`src/rtl/record_packer_if.sv`:
```
// Record stream in, packed block out: the bus between a record source,
// record_packer and the downstream sorting network.
interface record_packer_if #(
    parameter int unsigned P_LOG = 4,
    parameter int unsigned DATW  = 64
);
    logic [DATW-1:0]          DIN;
    logic                     DINEN;
    logic                     DINLAST;
    logic                     FLUSH;
    logic                     DIN_RDY;
    logic [(DATW<<P_LOG)-1:0] DOT;
    logic                     DOTEN;
    logic [P_LOG:0]           DOTCNT;
    logic                     DOTLAST;

    modport master (
        output DIN, DINEN, DINLAST, FLUSH,
        input  DIN_RDY, DOT, DOTEN, DOTCNT, DOTLAST
    );

    modport slave (
        input  DIN, DINEN, DINLAST, FLUSH,
        output DIN_RDY, DOT, DOTEN, DOTCNT, DOTLAST
    );
endinterface

```
`src/rtl/record_packer.sv`:
```
// Packs 2^P_LOG consecutive records into one wide block for the sorting network;
// partial blocks (last/flush) are padded with all-ones records that sort to the tail.
module record_packer #(
    parameter int unsigned P_LOG = 4,
    parameter int unsigned DATW  = 64,
    parameter int unsigned KEYW  = 32
) (
    input logic            CLK,
    input logic            RST,
    record_packer_if.slave bus
);
    localparam int unsigned LANES = 1 << P_LOG;
    localparam int unsigned BW    = DATW * LANES;
    localparam int unsigned CW    = P_LOG + 1;

    typedef logic [CW-1:0]    cnt_t;
    typedef logic [P_LOG-1:0] lane_t;

    // Pad record: key field saturated so pads sort last; payload bits are ones too.
    localparam logic [DATW-1:0] KEY_MASK =
        (KEYW >= DATW) ? {DATW{1'b1}} : ((DATW'(1) << KEYW) - DATW'(1));
    localparam logic [DATW-1:0] PAD_REC = KEY_MASK | ~KEY_MASK;

    typedef enum logic {
        RESET_HOLD = 1'b0,
        RUN        = 1'b1
    } state_e;

    state_e        state_q, state_d;
    logic          rdy_q, rdy_d;
    cnt_t          cnt_q, cnt_d;
    logic [BW-1:0] buf_q, buf_d;
    logic [BW-1:0] dot_q, dot_d;
    logic          doten_q, doten_d;
    cnt_t          dotcnt_q, dotcnt_d;
    logic          dotlast_q, dotlast_d;

    logic          accept;
    logic          close;
    cnt_t          fill_n;

    // Next-state: FSM, lane write, block close and padding
    always_comb begin
        state_d   = state_q;
        rdy_d     = 1'b0;
        cnt_d     = cnt_q;
        buf_d     = buf_q;
        dot_d     = dot_q;
        doten_d   = 1'b0;
        dotcnt_d  = dotcnt_q;
        dotlast_d = dotlast_q;
        accept    = 1'b0;
        close     = 1'b0;
        fill_n    = cnt_q;

        case (state_q)
            RESET_HOLD: state_d = RUN;
            RUN:        state_d = RUN;
            default:    state_d = RESET_HOLD;
        endcase
        rdy_d = (state_d == RUN);

        accept = bus.DINEN & rdy_q;
        if (accept) begin
            fill_n = cnt_q + cnt_t'(1);
            cnt_d  = cnt_q + cnt_t'(1);
            for (int unsigned i = 0; i < LANES; i++) begin
                if (lane_t'(i) == cnt_q[P_LOG-1:0]) begin
                    buf_d[i*DATW +: DATW] = bus.DIN;
                end
            end
        end

        close = (accept && ((cnt_q == cnt_t'(LANES - 1)) || bus.DINLAST || bus.FLUSH))
              || (bus.FLUSH && (cnt_q != '0));

        if (close) begin
            for (int unsigned i = 0; i < LANES; i++) begin
                dot_d[i*DATW +: DATW] = (cnt_t'(i) < fill_n) ? buf_d[i*DATW +: DATW] : PAD_REC;
            end
            doten_d   = 1'b1;
            dotcnt_d  = fill_n;
            dotlast_d = accept & bus.DINLAST;
            cnt_d     = '0;
        end
    end

    // Control and output registers, synchronous reset
    always_ff @(posedge CLK) begin
        if (RST) begin
            state_q   <= RESET_HOLD;
            rdy_q     <= 1'b0;
            cnt_q     <= '0;
            dot_q     <= '0;
            doten_q   <= 1'b0;
            dotcnt_q  <= '0;
            dotlast_q <= 1'b0;
        end else begin
            state_q   <= state_d;
            rdy_q     <= rdy_d;
            cnt_q     <= cnt_d;
            dot_q     <= dot_d;
            doten_q   <= doten_d;
            dotcnt_q  <= dotcnt_d;
            dotlast_q <= dotlast_d;
        end
    end

    // Lane buffer needs no reset: lanes beyond the fill count are never emitted
    always_ff @(posedge CLK) begin
        buf_q <= buf_d;
    end

    assign bus.DIN_RDY = rdy_q;
    assign bus.DOT     = dot_q;
    assign bus.DOTEN   = doten_q;
    assign bus.DOTCNT  = dotcnt_q;
    assign bus.DOTLAST = dotlast_q;
endmodule

```
`src/flat_wrapper.sv`:
```
// flat-port wrapper written by rule: the top's interface ports become plain ports
module record_packer_flat 
#(
    parameter int unsigned P_LOG = 4,
    parameter int unsigned DATW  = 64,
    parameter int unsigned KEYW  = 32
)
  (CLK, RST, bus_DIN, bus_DINEN, bus_DINLAST, bus_FLUSH, bus_DIN_RDY, bus_DOT, bus_DOTEN, bus_DOTCNT, bus_DOTLAST);
  record_packer_if #(.P_LOG(P_LOG), .DATW(DATW)) bus_i ();
  input logic CLK;
  input logic RST;
  input wire logic [$bits(bus_i.DIN)-1:0] bus_DIN;
  input wire logic [$bits(bus_i.DINEN)-1:0] bus_DINEN;
  input wire logic [$bits(bus_i.DINLAST)-1:0] bus_DINLAST;
  input wire logic [$bits(bus_i.FLUSH)-1:0] bus_FLUSH;
  output wire logic [$bits(bus_i.DIN_RDY)-1:0] bus_DIN_RDY;
  output wire logic [$bits(bus_i.DOT)-1:0] bus_DOT;
  output wire logic [$bits(bus_i.DOTEN)-1:0] bus_DOTEN;
  output wire logic [$bits(bus_i.DOTCNT)-1:0] bus_DOTCNT;
  output wire logic [$bits(bus_i.DOTLAST)-1:0] bus_DOTLAST;
  assign bus_i.DIN = bus_DIN;
  assign bus_i.DINEN = bus_DINEN;
  assign bus_i.DINLAST = bus_DINLAST;
  assign bus_i.FLUSH = bus_FLUSH;
  assign bus_DIN_RDY = bus_i.DIN_RDY;
  assign bus_DOT = bus_i.DOT;
  assign bus_DOTEN = bus_i.DOTEN;
  assign bus_DOTCNT = bus_i.DOTCNT;
  assign bus_DOTLAST = bus_i.DOTLAST;
  record_packer #(.P_LOG(P_LOG), .DATW(DATW), .KEYW(KEYW)) u_core (.CLK(CLK), .RST(RST), .bus(bus_i));
endmodule
```
`config.mk`:
```
export PLATFORM = sky130hd
export DESIGN_NAME = record_packer_flat
export DESIGN_NICKNAME = d
export VERILOG_FILES = /design/src/rtl/record_packer_if.sv /design/src/rtl/record_packer.sv /design/src/flat_wrapper.sv
export SDC_FILE = /design/constraint.sdc
export NUM_CORES = 2
export LEC_CHECK = 0
export CAP_MARGIN = 30
export CORE_ASPECT_RATIO = 2
export CORE_MARGIN = 8
export CORE_UTILIZATION = 30
export DETAILED_ROUTE_END_ITERATION = 8
export DONT_BUFFER_PORTS = 1
export PLACE_DENSITY = 0.54
export SYNTH_ARGS = -nofsm -noshare
export SYNTH_HDL_FRONTEND = slang
export SYNTH_SLANG_ARGS = --single-unit
```
`constraint.sdc`:
```
create_clock -name CLK -period 3.1 [get_ports CLK]
set_input_delay 0.62 -clock CLK [delete_from_list [all_inputs] [get_ports CLK]]
set_output_delay 0.62 -clock CLK [all_outputs]
set_load 0.05 [all_outputs]
```
==> flow_metrics.tcl <==
set metrics [dict create \
    avgViaCountPerCell 5.23 \
    clkSinkCount 2061 \
    finClkSkew_ps 51.5 \
    cts_tree "yes" \
    critPathKind "flop to flop" \
    syn_inst 5301 \
    reg2reg_depth 8 \
    max_slew.worst_pin.slew_ps 845 \
    worstHoldPathCells 3 \
    reg2reg_slack_ps 90 \
    fin_ws_ps 93.0 \
    drive_above_1_share_pct 23.8 \
    first_pass_iters 5 \
    path_cells "buf_4 -> inv_1 -> ha_1 -> or4b_4 -> o221ai_4 -> bufinv_16 -> buf_12 -> a221o_1" \
    period_minus_slack_ps 3010 \
    fp-row-count 245 \
    initial_core_util_pct 30.2 \
    place_inst 7924 \
    routedWlPerCell_um 31.0 \
    ant_nets 0 \
    maxCapViolCount 0 \
    cts_made_buffers 186 \
    synth_flop_cell "dfxtp_1" \
    r2r-end "u_core.bus.DOT[146]" \
    ios 1101 \
    synth_warnings 0 \
    p_total_mw 63.1 \
    die_area_um2 240000 \
    fin_cells 8329 \
    crit_family "buffers and inverters" \
    port_buffers 0 \
    hp-class "input pin to flop" \
    avgSynthCellArea_um2 12.7 \
    grt_usage_pct 20.4 \
    critPathBufInv 4 \
    root_buffer "clkbuf_16" \
    clkTransAtPathRegs_ps 70 \
    timing.rr.start "u_core.cnt_q[0]" \
    place_area_um2 71000 \
    required_ps 3800 \
    cpPeakStageDelay_ps 520 \
    worst_hold_slack_ps 122 \
    antenna_found_initial 27 \
    synth_nets 5376 \
    die_x_um 350 \
    crit_path_end_kind "flop" \
    rsz0062_at_grt "no" \
    drt_iter0_markers 2716 \
    hold_path_end "u_core.bus.DOTCNT[4]" \
    synth_seq_cells 2061 \
    synth_edf_count 0 \
    finalSetupViolCount 0 \
    fin_crit_sh_pct 97.0 \
    cp-start-kind "flop" \
    leakage_nw 32.5 \
    drc 0 \
    synth.distinct_cells 45 \
    pre_cts_ws_ps 46.3 \
    crit_slowest_cell "or4b_4" \
    grt-ovfl-total 0 \
    grt_first_pass_wirelength_mm 356 \
    syn_area_um2 67100 \
    final_area_um2 78400 \
    syn_to_final_growth_pct 16.8 \
    clockBufferDepth 4 \
    gp_congestion 0.795 \
    ir_drop_uv 571 \
    slew_headroom_pct 43.6 \
    clk-insertion-delay-late_ps 830 \
    post_cts_buffers 0 \
    dpl.hpwl_mm 169 \
    coreArea_um2 223000 \
    die_y_um 685 \
    outcome "complete, no violations" \
    drt-total-wl_mm 258 \
    finalHoldViolations 0 \
    worstPathArrival_ps 3710 \
    setup_tns_ps 0 \
    htreeDepth 4 \
    drv_slew 0 \
    seq_area_frac_synth_pct 61.5 \
    timing.fmax_ghz 0.333 \
    grt_pass1_vias 43500 \
    grt_max_degree 107 \
    powerDensity_nw_per_um2 805 \
    nets 5294 \
    vias 43500 \
    fillerInstances 21800 \
    worstPathMaxFanout 86 \
    utilization_pct 35.2 \
    min_from "bus_FLUSH" \
    synthArstFlopShare_pct 0 \
]
[layer usage]
metal | GRT usage (%) | part of all wire (%) | up-vias | wire length (µm)
li1 | - | - | 19200 | -
met4 | 8.69 | 4.6 | 0 | 11900
met5 | 0 | 0 | - | 0
met1 | 23.2 | 38 | 22100 | 97800
met3 | 8.43 | 11 | 455 | 28600
met2 | 33.5 | 46 | 1769 | 120000
[power by group]
group | internal [mW] | leakage (nW) | switching, mW
clock | 13.1 | 3.00 | 10.3
sequential | 28.6 | 16.9 | 6.98
combinational | 1.85 | 12.6 | 2.33
[layout by cell type (no fill, tap or decap), types with 4 or more instances in the layout]
cell           instances
dfxtp_1             2061
mux2_2               655
a221o_1              640
nand2_1              393
inv_1                196
mux2i_1              193
o211ai_1             193
clkbuf_16            188
mux2_1               177
buf_12               140
buf_4                 84
a22oi_1               65
o221a_2               64
o21ai_0               64
clkbuf_1              40
clkbuf_8              36
clkinv_2              31
nor2_1                15
bufinv_16             13
nor2_4                11
diode_2                9
inv_6                  7
ha_1                   6
clkinv_4               6
dlygate4sd3_1          6
and2_4                 5
nand2b_1               4
nor3_4                 4
a211oi_1               4
o21a_4                 4
[state kept, by name (all words and copies together) (netlist names)]
| signal | flops |
|---|---|
| u_core.state_q | 1 |
| u_core.bus.DOTEN | 1 |
| u_core.bus.DOT | 1024 |
| u_core.buf_q | 1024 |
| u_core.bus.DOTLAST | 1 |
| u_core.cnt_q | 5 |
| u_core.bus.DOTCNT | 5 |
[worst register-to-register path, stage by stage, from the launching register on]
cell,delay [ps]
dfxtp_1,330
buf_4,170
inv_1,90
ha_1,220
or4b_4,520
o221ai_4,310
bufinv_16,340
buf_12,490
a221o_1,440
[logic make-up (layout without fill, tap and decap cells)]
family	after synthesis	after routing	share of synthesized area, %
compound gates	1053	1053	14.3
fa+ha+maj	6	6	0.112
other cells	0	9	0
buf+inv	702	757	4.49
simple gates	452	452	2.73
mux	1025	1025	16.8
xor+xnor	2	2	0.0261
flops	2061	2061	61.5
[synthesized netlist by cell type (4+ instances only)]
library cell / number / area [µm²]
nand2b_1: 4 / 25.0
o21ai_0: 64 / 320
a221o_1: 640 / 6410
clkbuf_1: 202 / 758
nand2_1: 395 / 1480
a22oi_1: 65 / 488
mux2_2: 655 / 7380
ha_1: 6 / 75.1
nor2_2: 11 / 68.8
mux2i_1: 193 / 1930
dfxtp_1: 2061 / 41300
and2_1: 6 / 37.5
inv_1: 197 / 739
o221a_2: 64 / 721
o21a_1: 7 / 52.6
a211oi_1: 4 / 30.0
nor3_2: 5 / 50.1
nand3_1: 5 / 25.0
o211ai_1: 193 / 1450
mux2_1: 177 / 1990
nor2_1: 16 / 60.1
buf_2: 298 / 1490
[repair_timing]
| action | CTS | global route |
|---|---|---|
| endpoints found under the setup margin | 0 | 52 |
| hold buffers | 67 | 0 |
| resized for setup | 0 | 4 |
| hold endpoints to repair | 1254 | 0 |
[worst max-delay path by stage]
stage	slack [ps]	from	cells past startpoint	endpoint
6_report	90	u_core.cnt_q[0]	8	u_core.bus.DOT[146]
5_1_grt	110	u_core.cnt_q[0]	10	u_core.bus.DOT[548]
4_1_cts	40	u_core.cnt_q[1]	10	u_core.bus.DOT[497]
3_5_place_dp	50	u_core.cnt_q[1]	10	u_core.bus.DOT[497]
3_3_place_gp	110	u_core.cnt_q[1]	10	u_core.bus.DOT[495]
2_1_floorplan	340	u_core.state_q	8	u_core.bus.DOT[644]
[cell type report]
class | count | area (µm²) | area share, %
timing repair buffer | 234 | 3550 | 4.52
antenna | 9 | 22.5 | 0.0287
clock buffer | 264 | 5350 | 6.82
inverter | 198 | 771 | 0.983
clock inverter | 61 | 713 | 0.909
multi-input combinational | 2538 | 23100 | 29.4
tap | 2964 | 3710 | 4.73
sequential | 2061 | 41300 | 52.6
Power figures use the tool's default switching activity.
